## src/rtl/muldiv_ctrl_pkg.sv

```systemverilog
// rtl/muldiv_ctrl_pkg.sv - shared ALU control codes, mul/div state encodings and helpers
package muldiv_ctrl_pkg;

    localparam int MULDIV_WIDTH = 32;
    localparam int MULDIV_ITERS = MULDIV_WIDTH;

    localparam logic [7:0] EXE_MULT_OP  = 8'b0001_1000;
    localparam logic [7:0] EXE_MULTU_OP = 8'b0001_1001;
    localparam logic [7:0] EXE_DIV_OP   = 8'b0001_1010;
    localparam logic [7:0] EXE_DIVU_OP  = 8'b0001_1011;

    localparam logic [1:0] MULDIV_STATE_IDLE = 2'd0;
    localparam logic [1:0] MULDIV_STATE_MUL  = 2'd1;
    localparam logic [1:0] MULDIV_STATE_DIV  = 2'd2;
    localparam logic [1:0] MULDIV_STATE_DONE = 2'd3;

    typedef enum logic [1:0] {
        ST_IDLE = MULDIV_STATE_IDLE,
        ST_MUL  = MULDIV_STATE_MUL,
        ST_DIV  = MULDIV_STATE_DIV,
        ST_DONE = MULDIV_STATE_DONE
    } muldiv_state_e;

    function automatic logic is_muldiv_op(input logic [7:0] op);
        return (op == EXE_MULT_OP) || (op == EXE_MULTU_OP) ||
               (op == EXE_DIV_OP)  || (op == EXE_DIVU_OP);
    endfunction

endpackage

```

## src/rtl/muldiv_iter.sv

```systemverilog
// rtl/muldiv_iter.sv - 2*WIDTH-bit shift-add multiply / restoring divide datapath
module muldiv_iter #(
    parameter int WIDTH = 32
) (
    input  logic               clk,
    input  logic               rst,
    input  logic               load,
    input  logic               mode_div,
    input  logic [WIDTH-1:0]   opa,
    input  logic [WIDTH-1:0]   opb,
    input  logic               step,
    output logic [2*WIDTH-1:0] acc
);

    logic               div_q;
    logic [WIDTH-1:0]   opnd_q;
    logic [2*WIDTH-1:0] acc_q;
    logic [2*WIDTH-1:0] acc_next;
    logic [WIDTH:0]     add_sum;
    logic [WIDTH:0]     trial;

    // Multiply: acc = {partial product, remaining multiplier bits}.
    // Divide:   acc = {partial remainder, remaining dividend bits / quotient bits}.
    always_comb begin
        add_sum  = {1'b0, acc_q[2*WIDTH-1:WIDTH]} + (acc_q[0] ? {1'b0, opnd_q} : '0);
        trial    = acc_q[2*WIDTH-1:WIDTH-1] - {1'b0, opnd_q};
        acc_next = acc_q;
        if (div_q) begin
            if (trial[WIDTH])
                acc_next = {acc_q[2*WIDTH-2:0], 1'b0};
            else
                acc_next = {trial[WIDTH-1:0], acc_q[WIDTH-2:0], 1'b1};
        end else begin
            acc_next = {add_sum, acc_q[WIDTH-1:1]};
        end
    end

    always_ff @(posedge clk) begin
        if (rst) begin
            div_q  <= 1'b0;
            opnd_q <= '0;
            acc_q  <= '0;
        end else if (load) begin
            div_q  <= mode_div;
            opnd_q <= mode_div ? opb : opa;
            acc_q  <= {{WIDTH{1'b0}}, (mode_div ? opa : opb)};
        end else if (step) begin
            acc_q  <= acc_next;
        end
    end

    assign acc = acc_q;

endmodule

```

## src/rtl/muldiv_ctrl.sv

```systemverilog
// rtl/muldiv_ctrl.sv - multi-cycle MULT/MULTU/DIV/DIVU sequencer with pipeline stall and HI/LO write
// MULDIV_FAST_MUL_EN: single-cycle multiply instead of iterative shift-add
module muldiv_ctrl
    import muldiv_ctrl_pkg::*;
#(
    parameter int WIDTH = 32
) (
    input  logic             clk,
    input  logic             rst,
    input  logic [7:0]       alucontrol,
    input  logic [WIDTH-1:0] a,
    input  logic [WIDTH-1:0] b,
    input  logic             flush,
    output logic             stall,
    output logic             hilo_we,
    output logic [WIDTH-1:0] hi,
    output logic [WIDTH-1:0] lo
);

    localparam int CW = $clog2(WIDTH);

    muldiv_state_e      state_q, state_d;
    logic [CW-1:0]      cnt_q;
    logic               is_op, op_div, op_signed, start, div_by_zero;
    logic [WIDTH-1:0]   mag_a, mag_b;
    logic               qneg_q, rneg_q, div_q, dz_q;
    logic [WIDTH-1:0]   araw_q;
    logic [WIDTH-1:0]   hi_hold_q, lo_hold_q;
    logic [WIDTH-1:0]   res_hi, res_lo;
    logic               iter_load, iter_step, last_iter;
    logic [2*WIDTH-1:0] iter_acc;
    logic [2*WIDTH-1:0] prod_raw;
    logic [WIDTH-1:0]   quo, rem;

    assign is_op       = is_muldiv_op(alucontrol);
    assign op_div      = (alucontrol == EXE_DIV_OP) || (alucontrol == EXE_DIVU_OP);
    assign op_signed   = (alucontrol == EXE_MULT_OP) || (alucontrol == EXE_DIV_OP);
    assign start       = (state_q == ST_IDLE) && is_op && !flush;
    assign div_by_zero = op_div && (b == '0);
    assign mag_a       = (op_signed && a[WIDTH-1]) ? -a : a;
    assign mag_b       = (op_signed && b[WIDTH-1]) ? -b : b;
    assign iter_step   = (state_q == ST_MUL) || (state_q == ST_DIV);
    assign last_iter   = (cnt_q == CW'(WIDTH - 1));

`ifdef MULDIV_FAST_MUL_EN
    logic [2*WIDTH-1:0] prod_q;

    always_ff @(posedge clk) begin
        if (rst)
            prod_q <= '0;
        else if (start && !op_div)
            prod_q <= {{WIDTH{1'b0}}, mag_a} * {{WIDTH{1'b0}}, mag_b};
    end

    assign iter_load = start && op_div && !div_by_zero;
    assign prod_raw  = prod_q;
`else
    assign iter_load = start && !div_by_zero;
    assign prod_raw  = iter_acc;
`endif

    muldiv_iter #(.WIDTH(WIDTH)) u_iter (
        .clk      (clk),
        .rst      (rst),
        .load     (iter_load),
        .mode_div (op_div),
        .opa      (mag_a),
        .opb      (mag_b),
        .step     (iter_step),
        .acc      (iter_acc)
    );

    always_comb begin
        state_d = state_q;
        case (state_q)
            ST_IDLE: begin
                if (start) begin
                    if (op_div)
                        state_d = div_by_zero ? ST_DONE : ST_DIV;
                    else
`ifdef MULDIV_FAST_MUL_EN
                        state_d = ST_DONE;
`else
                        state_d = ST_MUL;
`endif
                end
            end
            ST_MUL:  if (last_iter) state_d = ST_DONE;
            ST_DIV:  if (last_iter) state_d = ST_DONE;
            ST_DONE: state_d = ST_IDLE;
            default: state_d = ST_IDLE;
        endcase
        if (flush)
            state_d = ST_IDLE;
    end

    assign stall   = start || iter_step;
    assign hilo_we = (state_q == ST_DONE) && !flush;

    assign quo = iter_acc[WIDTH-1:0];
    assign rem = iter_acc[2*WIDTH-1:WIDTH];

    // Sign fix-up is applied to the unsigned magnitude result only in DONE.
    always_comb begin
        res_hi = hi_hold_q;
        res_lo = lo_hold_q;
        if (dz_q) begin
            res_hi = araw_q;
            res_lo = '1;
        end else if (div_q) begin
            res_lo = qneg_q ? -quo : quo;
            res_hi = rneg_q ? -rem : rem;
        end else begin
            {res_hi, res_lo} = qneg_q ? -prod_raw : prod_raw;
        end
    end

    assign hi = (state_q == ST_DONE) ? res_hi : hi_hold_q;
    assign lo = (state_q == ST_DONE) ? res_lo : lo_hold_q;

    always_ff @(posedge clk) begin
        if (rst) begin
            state_q   <= ST_IDLE;
            cnt_q     <= '0;
            qneg_q    <= 1'b0;
            rneg_q    <= 1'b0;
            div_q     <= 1'b0;
            dz_q      <= 1'b0;
            araw_q    <= '0;
            hi_hold_q <= '0;
            lo_hold_q <= '0;
        end else begin
            state_q <= state_d;
            if (start)
                cnt_q <= '0;
            else if (iter_step)
                cnt_q <= cnt_q + CW'(1);
            if (start) begin
                qneg_q <= op_signed && (a[WIDTH-1] ^ b[WIDTH-1]);
                rneg_q <= op_signed && a[WIDTH-1];
                div_q  <= op_div;
                dz_q   <= div_by_zero;
                araw_q <= a;
            end
            if (hilo_we) begin
                hi_hold_q <= res_hi;
                lo_hold_q <= res_lo;
            end
        end
    end

endmodule
```

## config.mk

```make
export PLATFORM = sky130hd
export DESIGN_NAME = muldiv_ctrl
export DESIGN_NICKNAME = d
export VERILOG_FILES = /design/src/rtl/muldiv_ctrl_pkg.sv /design/src/rtl/muldiv_iter.sv /design/src/rtl/muldiv_ctrl.sv
export SDC_FILE = /design/constraint.sdc
export NUM_CORES = 1
export LEC_CHECK = 0
export ABC_AREA = 0
export BUFFER_PORTS_ARGS = -buffer_cell sky130_fd_sc_hd__buf_4
export CORE_MARGIN = 8
export CORE_UTILIZATION = 48
export DETAILED_ROUTE_END_ITERATION = 8
export PLACE_DENSITY = 0.66
export SLEW_MARGIN = 20
export SYNTH_ARGS = -nofsm -noshare
export SYNTH_HDL_FRONTEND = slang
export SYNTH_SLANG_ARGS = --single-unit
export TNS_END_PERCENT = 20
```

## constraint.sdc

```tcl
create_clock -name clk -period 6 [get_ports clk]
set_input_delay 0.6 -clock clk [delete_from_list [all_inputs] [get_ports clk]]
set_output_delay 0.6 -clock clk [all_outputs]
set_load 0.01 [all_outputs]
```

==> results of run 1 <==
-- worst paths after layout --
path	startpoint	end	slack [ns]	depth (start not counted)
worst max-delay path	u_iter.acc[32]	hi[26]	1.13	13
worst min-delay path	flush	state_q[1]	0.29	2
worst max register to register	u_iter.acc[31]	u_iter.acc[49]	1.86	14
worst min register to register	u_iter.opnd_q[23]	u_iter.opnd_q[23]	0.45	2
-- report_power, final --
part	internal, mW	switching (mW)	total (mW)
logic	0.217	0.364	0.581
clock network	0.891	0.651	1.54
registers	1.37	0.0242	1.39
-- logic make-up (layout without fill, tap and decap cells) --
family / Yosys count / in the layout / synth area share [%]
mux: 94 / 94 / 6.08
simple gates: 791 / 791 / 21.3
xor+xnor: 177 / 177 / 9.42
buf+inv: 237 / 280 / 5.47
compound gates: 717 / 717 / 27.2
fa+ha+maj: 74 / 74 / 5.72
flops: 204 / 204 / 24.8
-- registers in the layout, indices dropped and copies added (netlist names) --
signal         cells
u_iter.acc        64
araw_q            32
hi_hold_q         32
lo_hold_q         32
u_iter.opnd_q     32
cnt_q              5
state_q            2
div_q              1
dz_q               1
qneg_q             1
rneg_q             1
u_iter.div_q       1
-- through the flow --
stage	instances	util, %	hold slack, ns
after floorplan	2294	-	0.432
after CTS	2792	54.0	0.272
after global placement	2746	51.7	0.438
final	2792	54.1	0.294
after detailed placement	2746	51.7	0.443
after global routing	2792	54.1	0.271
-- synthesized netlist by cell type (16+ instances only) --
cell / n / share of area, %
o211ai_1: 85 / 3.9
or4_1: 16 / 0.73
nand3_1: 22 / 0.67
xnor2_1: 118 / 6.3
nor3_1: 34 / 1.0
a211oi_1: 68 / 3.1
nand2_1: 300 / 6.8
nor2_1: 280 / 6.4
a21o_1: 30 / 1.4
mux2_2: 40 / 2.7
nor2b_1: 18 / 0.68
o21ai_0: 118 / 3.6
mux2i_1: 52 / 3.2
nor4_1: 16 / 0.61
buf_1: 25 / 0.57
inv_1: 73 / 1.7
dfxtp_1: 204 / 25
ha_1: 72 / 5.5
or3_1: 18 / 0.68
o31ai_1: 27 / 1.2
clkbuf_1: 134 / 3.1
xor2_1: 59 / 3.1
a21oi_1: 277 / 8.4
and2_1: 18 / 0.68
-- per-layer routing --
layer / wire [um] / share of wire, % / track usage, % / vias up
li1: - / - / - / 8205
met1: 26100 / 44 / 37.9 / 8041
met2: 25700 / 43 / 42.6 / 705
met3: 5280 / 8.9 / 5.76 / 111
met4: 2200 / 3.7 / 10.1 / 0
met5: 0 / 0 / 0 / -
-- critical path, delay by kind of cell, from the launching register on --
family	cells	cell delay (ns)
AND/OR/NAND/NOR	6	1.94
XOR/XNOR	1	0.20
adder cells (fa/ha/maj)	1	0.25
buffers and inverters	2	0.40
AO/OA/AOI/OAI	3	0.55
flip-flops	1	0.39
-- final cells by class --
| class | count | area, sq um | share of cell area [%] |
|---|---|---|---|
| clock buffer | 32 | 682 | 3.69 |
| inverter | 74 | 278 | 1.50 |
| tap | 455 | 569 | 3.08 |
| clock inverter | 14 | 135 | 0.731 |
| sequential | 204 | 4090 | 22.1 |
| multi-input combinational | 1853 | 11500 | 62.3 |
| timing repair buffer | 160 | 1210 | 6.56 |
==> results.md, run 1 <==
- Clock Latency Late Sink: between 0.5 and 0.6 ns
- Syn. warnings: 0
- EDFF count, synth: 0
- Total global routing overflow: 0
- Tot Pwr: approximately 3.5 mW
- CTS buffer count: 25
- Worst path required time: between 5 and 6 ns
- Die W: ~200 um
- Vias per cell: 6.11
- Post-CTS setup buffers: 0
- Worst EP arrival: between 4 and 5 ns
- #FFs+latches synth: between 200 and 250
- GRT Overall Usage: between 20 and 30%
- CP peak stage delay: ~0.5 ns
- Hold Vio Cnt, Final: 0
- TritonCTS clock tree: done
- Clk buf depth: 3
- Yosys cell types: 75
- Slowest CP cell: or4_1
- Worst hold-check path type: in -> reg
- Tmin final: ~5 ns
- Routed Antenna Nets: 0
- Slew @ Worst Pin: a little under 1 ns
- Hold_buf cts: 0
- First-pass GRT wire length: 90,900 um
- Critical path fanouts, max: 8
- Worst path most repeated cell: a21oi_1
- Wire length per cell: ~21 um
- Commonest non-fill, non-tap cell in the layout: nand2_1
- Pre-antenna DRT Iters: 6
- Placer Congestion: 0.973
- Area of the mapped netlist: around 16,000 sq um
- Post-Place Worst Slack: around 1.5 ns
- Peak supply drop: between 0.00015 and 0.0002 V
- Final Cycle Share: a little over 80%
- Achievable frequency: approximately 210 MHz
- Residual DRC: 0
- Hpwl dp: 44,700 um
- # fillers: 3,422
- Finished Cell Area: between 15,000 and 20,000 sq um
- I/O pin count: 141
- H-tree depth: 1
- LEAKAGE: 7.17 nW
- CP endpoint kind: primary output
- Syn_area_per_cell: 7.18 sq um
- Most used DFF post-synth: dfxtp_1
- Unrepaired setup endpoints after global routing: no
- Clock skew: approximately 0.033 ns
- FP Rows: a little under 70
- Total power divided by cell area: 190 nW/um^2
- Kind of critical path: reg -> out
- Nets@finish: 2,467
- CTS root buf: clkbuf_16
- Initial Util: 48.1%
- Slew HR: 35.9%
- DIE AREA: around 40,000 sq um
- CTS resizes: 0
- Setup TNS: 0 ns
- Most frequent cells in the layout: 299 x nand2_1, 280 x nor2_1, 276 x a21oi_1
- Post-DP Area: between 15,000 and 20,000 sq um
- Sequential cell area fraction in the yosys report: around a quarter
- Core ar.: between 30,000 and 40,000 sq um
- Status: complete, no violations
- Largest net degree at the start of global routing: ~110
- Synthesis-to-finish area growth: 12.3%
- Port Buffer Count: 140
- Layout cells sized above 1: roughly an eighth
- Die Ht: around 200 um
- Antenna violations before repair: 0
- CP Launch Type: flop
- Synth Instances: approximately 2,300
- CTS sink cnt: ~200
- Iteration-0 DRC Markers: ~1,600
- Final worst setup slack: about 1.1 ns
- Diodes inserted: 0
- Slew Limit Fails: 0
- Worst path cell trace: inv_1, ha_1, or4b_1, or4_1, or3_1, nor4_1, nand4_1, a21oi_1, xor2_1, nor2_1, a21oi_1, a21oi_1, buf_4
- Vias: 17,100
- Max-cap viol count: 0
- WL final: around 60,000 um
- Fraction of registers with async set/reset: 0%
- Post-synth net total: between 2,000 and 2,500
- Number of global-route vias before repair: 15,800
- Endpoints failing setup: 0
- Clock transition at the registers of the reported paths: approximately 0.060 ns
Power figures use the tool's default switching activity.
==> run 2, diff against run 1 <==
PLACE_DENSITY = 0.69   (was 0.66)
clock period = 3.9 ns   (was 6 ns; I/O delays follow)
==> run 2 against run 1 <==
  * The run now ends with negative setup slack left
  * Cell area rose by 6.2%
  * Routed wire length is 7.3% higher
  * Combinational power up 88%
  * Core utilization up 3.3 points
  * Clock skew fell by 0.020 ns
  * Sequential share of layout area down 1.2 points
  * Via count up 3.5%
  * Critical path type unchanged
  * Largest cell class unchanged
==> results.md, run 2 (synthesis results as in run 1) <==
- Status: finished with violations
- Failing checks: negative setup slack
- Slew Limit Fails: 0 (unchanged)
- Slew HR: 30.0% (-5.8 points)
- FP Rows: 68 (unchanged)
- Slowest CP cell: or4_4
- Residual DRC: 0 (unchanged)
- Top delay family on crit path: simple AND/OR/NAND/NOR gates
- Total global routing overflow: 0 (unchanged)
- Finished Cell Area: 19,600 sq um (+6.2%)
- Post-Place Cells: 2,829 (+3.0%)
- Critical path fanouts, max: 5 (-3)
- Post-Place Worst Slack: 0.137 ns (-1.36 ns)
- Post-DP Area: 18,300 sq um (+3.8%)
- Placer Congestion: 0.983 (+1.1%)
- Vias per cell: 6.15 (+0.56%)
- Kind of critical path: reg -> out
- Hold_buf cts: 0 (unchanged)
- Commonest non-fill, non-tap cell in the layout: nand2_1
- First-pass GRT wire length: 97,400 um (+7.2%)
- Final Cycle Share: 107%
- Slew @ Worst Pin: 1.05 ns (+0.0865 ns)
- Die W: 201 um (unchanged)
- Wire length per cell: 22.1 um (+4.2%)
- TritonCTS clock tree: done
- LEAKAGE: 7.76 nW (+8.2%)
- I/O pin count: 141 (unchanged)
- Initial Util: 48.1% (unchanged)
- Clock skew: 0.0129 ns (-0.0200 ns)
- CTS buffer count: 25 (unchanged)
- Port Buffer Count: 140 (unchanged)
- Peak supply drop: 0.000263 V (+35%)
- Clock Latency Late Sink: 0.55 ns (about the same)
- Layout cells sized above 1: 18.2% (+6.1 points)
- Achievable frequency: ~240 MHz
- Final Util: 57.4% (+3.3 points)
- Largest net degree at the start of global routing: 80 (-25%)
- WP buf/inv: 2 (unchanged)
- Antenna violations before repair: 0 (unchanged)
- Most frequent cells in the layout: 297 x nand2_1, 277 x nor2_1, 264 x a21oi_1
- Core ar.: 34,200 sq um (unchanged)
- Synthesis-to-finish area growth: 19.2%
- Tmin final: approximately 4.2 ns
- Worst path cell trace: or4_4, or3_4, or3_4, or4_4, buf_6, nand2_4, a21oi_1, xor2_1, mux2_4, mux2_2, buf_4
- Worst hold-check path type: in -> reg
- Nets@finish: 2,554 (+3.5%)
- CP Launch Type: flop
- Cell Count, Final, Fillers Out: 2,875 (+3.0%)
- WL final: 63,700 um (+7.3%)
- Vias: 17,700 (+3.5%)
- Clock transition at the registers of the reported paths: 0.07 ns (about the same)
- DIE AREA: 40,500 sq um (unchanged)
- Clk buf depth: 3 (unchanged)
- Die Ht: 201 um (unchanged)
- Unrepaired setup endpoints after global routing: yes
- H-tree depth: 1 (unchanged)
- Worst EP arrival: 3.79 ns (-0.48 ns)
- CP endpoint kind: primary output
- Setup TNS: -3.64 ns (-3.64 ns)
- Max-cap viol count: 0 (unchanged)
- Total power divided by cell area: 289 nW/um^2 (+52%)
- Number of global-route vias before repair: 16,400 (+3.7%)
- Routed Antenna Nets: 0 (unchanged)
- Iteration-0 DRC Markers: 1,761 (+13%)
- Hold Vio Cnt, Final: 0 (unchanged)
- Endpoints failing setup: 26 (+26)
- Final worst setup slack: -0.277 ns (-1.40 ns)
- Diodes inserted: 0 (unchanged)
- CP peak stage delay: 0.53 ns (+0.02 ns)
- Max reg flops: 64 (unchanged)
- CTS root buf: clkbuf_16
- Hpwl dp: 48,800 um (+9.1%)
- GRT Overall Usage: 29.9% (+2.2 points)
- Pre-antenna DRT Iters: 5 (-1)
- CTS sink cnt: 204 (unchanged)
- Worst path required time: 3.51 ns (-1.89 ns)
## run 2: per-layer routing
layer | vias up | wire, um | global-route usage, %
met4 | 0 | 2720 | 11.8
met1 | 8373 | 28200 | 41.9
met2 | 801 | 27600 | 46.0
met3 | 131 | 5220 | 3.83
li1 | 8362 | - | -
met5 | - | 0 | 0
## run 2: power breakdown
part | internal (mW) | total, mW | switching [mW]
Clock | 1.47 | 2.47 | 1.00
Combinational | 0.446 | 1.09 | 0.641
Sequential | 2.10 | 2.12 | 0.0209
Total | 4.02 | 5.68 | 1.66
## run 2: final cells by class
cell class | instances | area [sq um]
well taps | 455 | 569
clock inverters | 11 | 159
flip-flops and latches | 204 | 4090
clock buffers | 31 | 698
fillers | 3278 | 14600
multi-input cells | 1853 | 11900
inverters | 74 | 278
repair buffers | 247 | 1920
## run 2: worst paths after layout
kind	cells after the start	to	slack [ns]	startpoint
setup reg to reg	15	u_iter.acc[62]	0.19	u_iter.acc[0]
hold reg to reg	2	hi_hold_q[5]	0.45	hi_hold_q[5]
setup / recovery	11	hi[2]	-0.28	u_iter.acc[23]
hold / removal	2	state_q[1]	0.06	flush
## run 2: timing repair
| action | 4_1_cts | 5_1_grt |
|---|---|---|
| pin swaps | 16 | 8 |
| setup buffers | 3 | 1 |
| gates resized for setup | 49 | 49 |
| endpoints found under the setup margin | 28 | 34 |
## run 2: through the flow
stage          hold slack (ns)  power [mW]
3_3_place_gp             0.439        3.14
6_report                0.0628        5.68
3_5_place_dp             0.445        3.14
4_1_cts                 0.0426        5.64
2_1_floorplan            0.432        2.74
5_1_grt                 0.0572        5.85
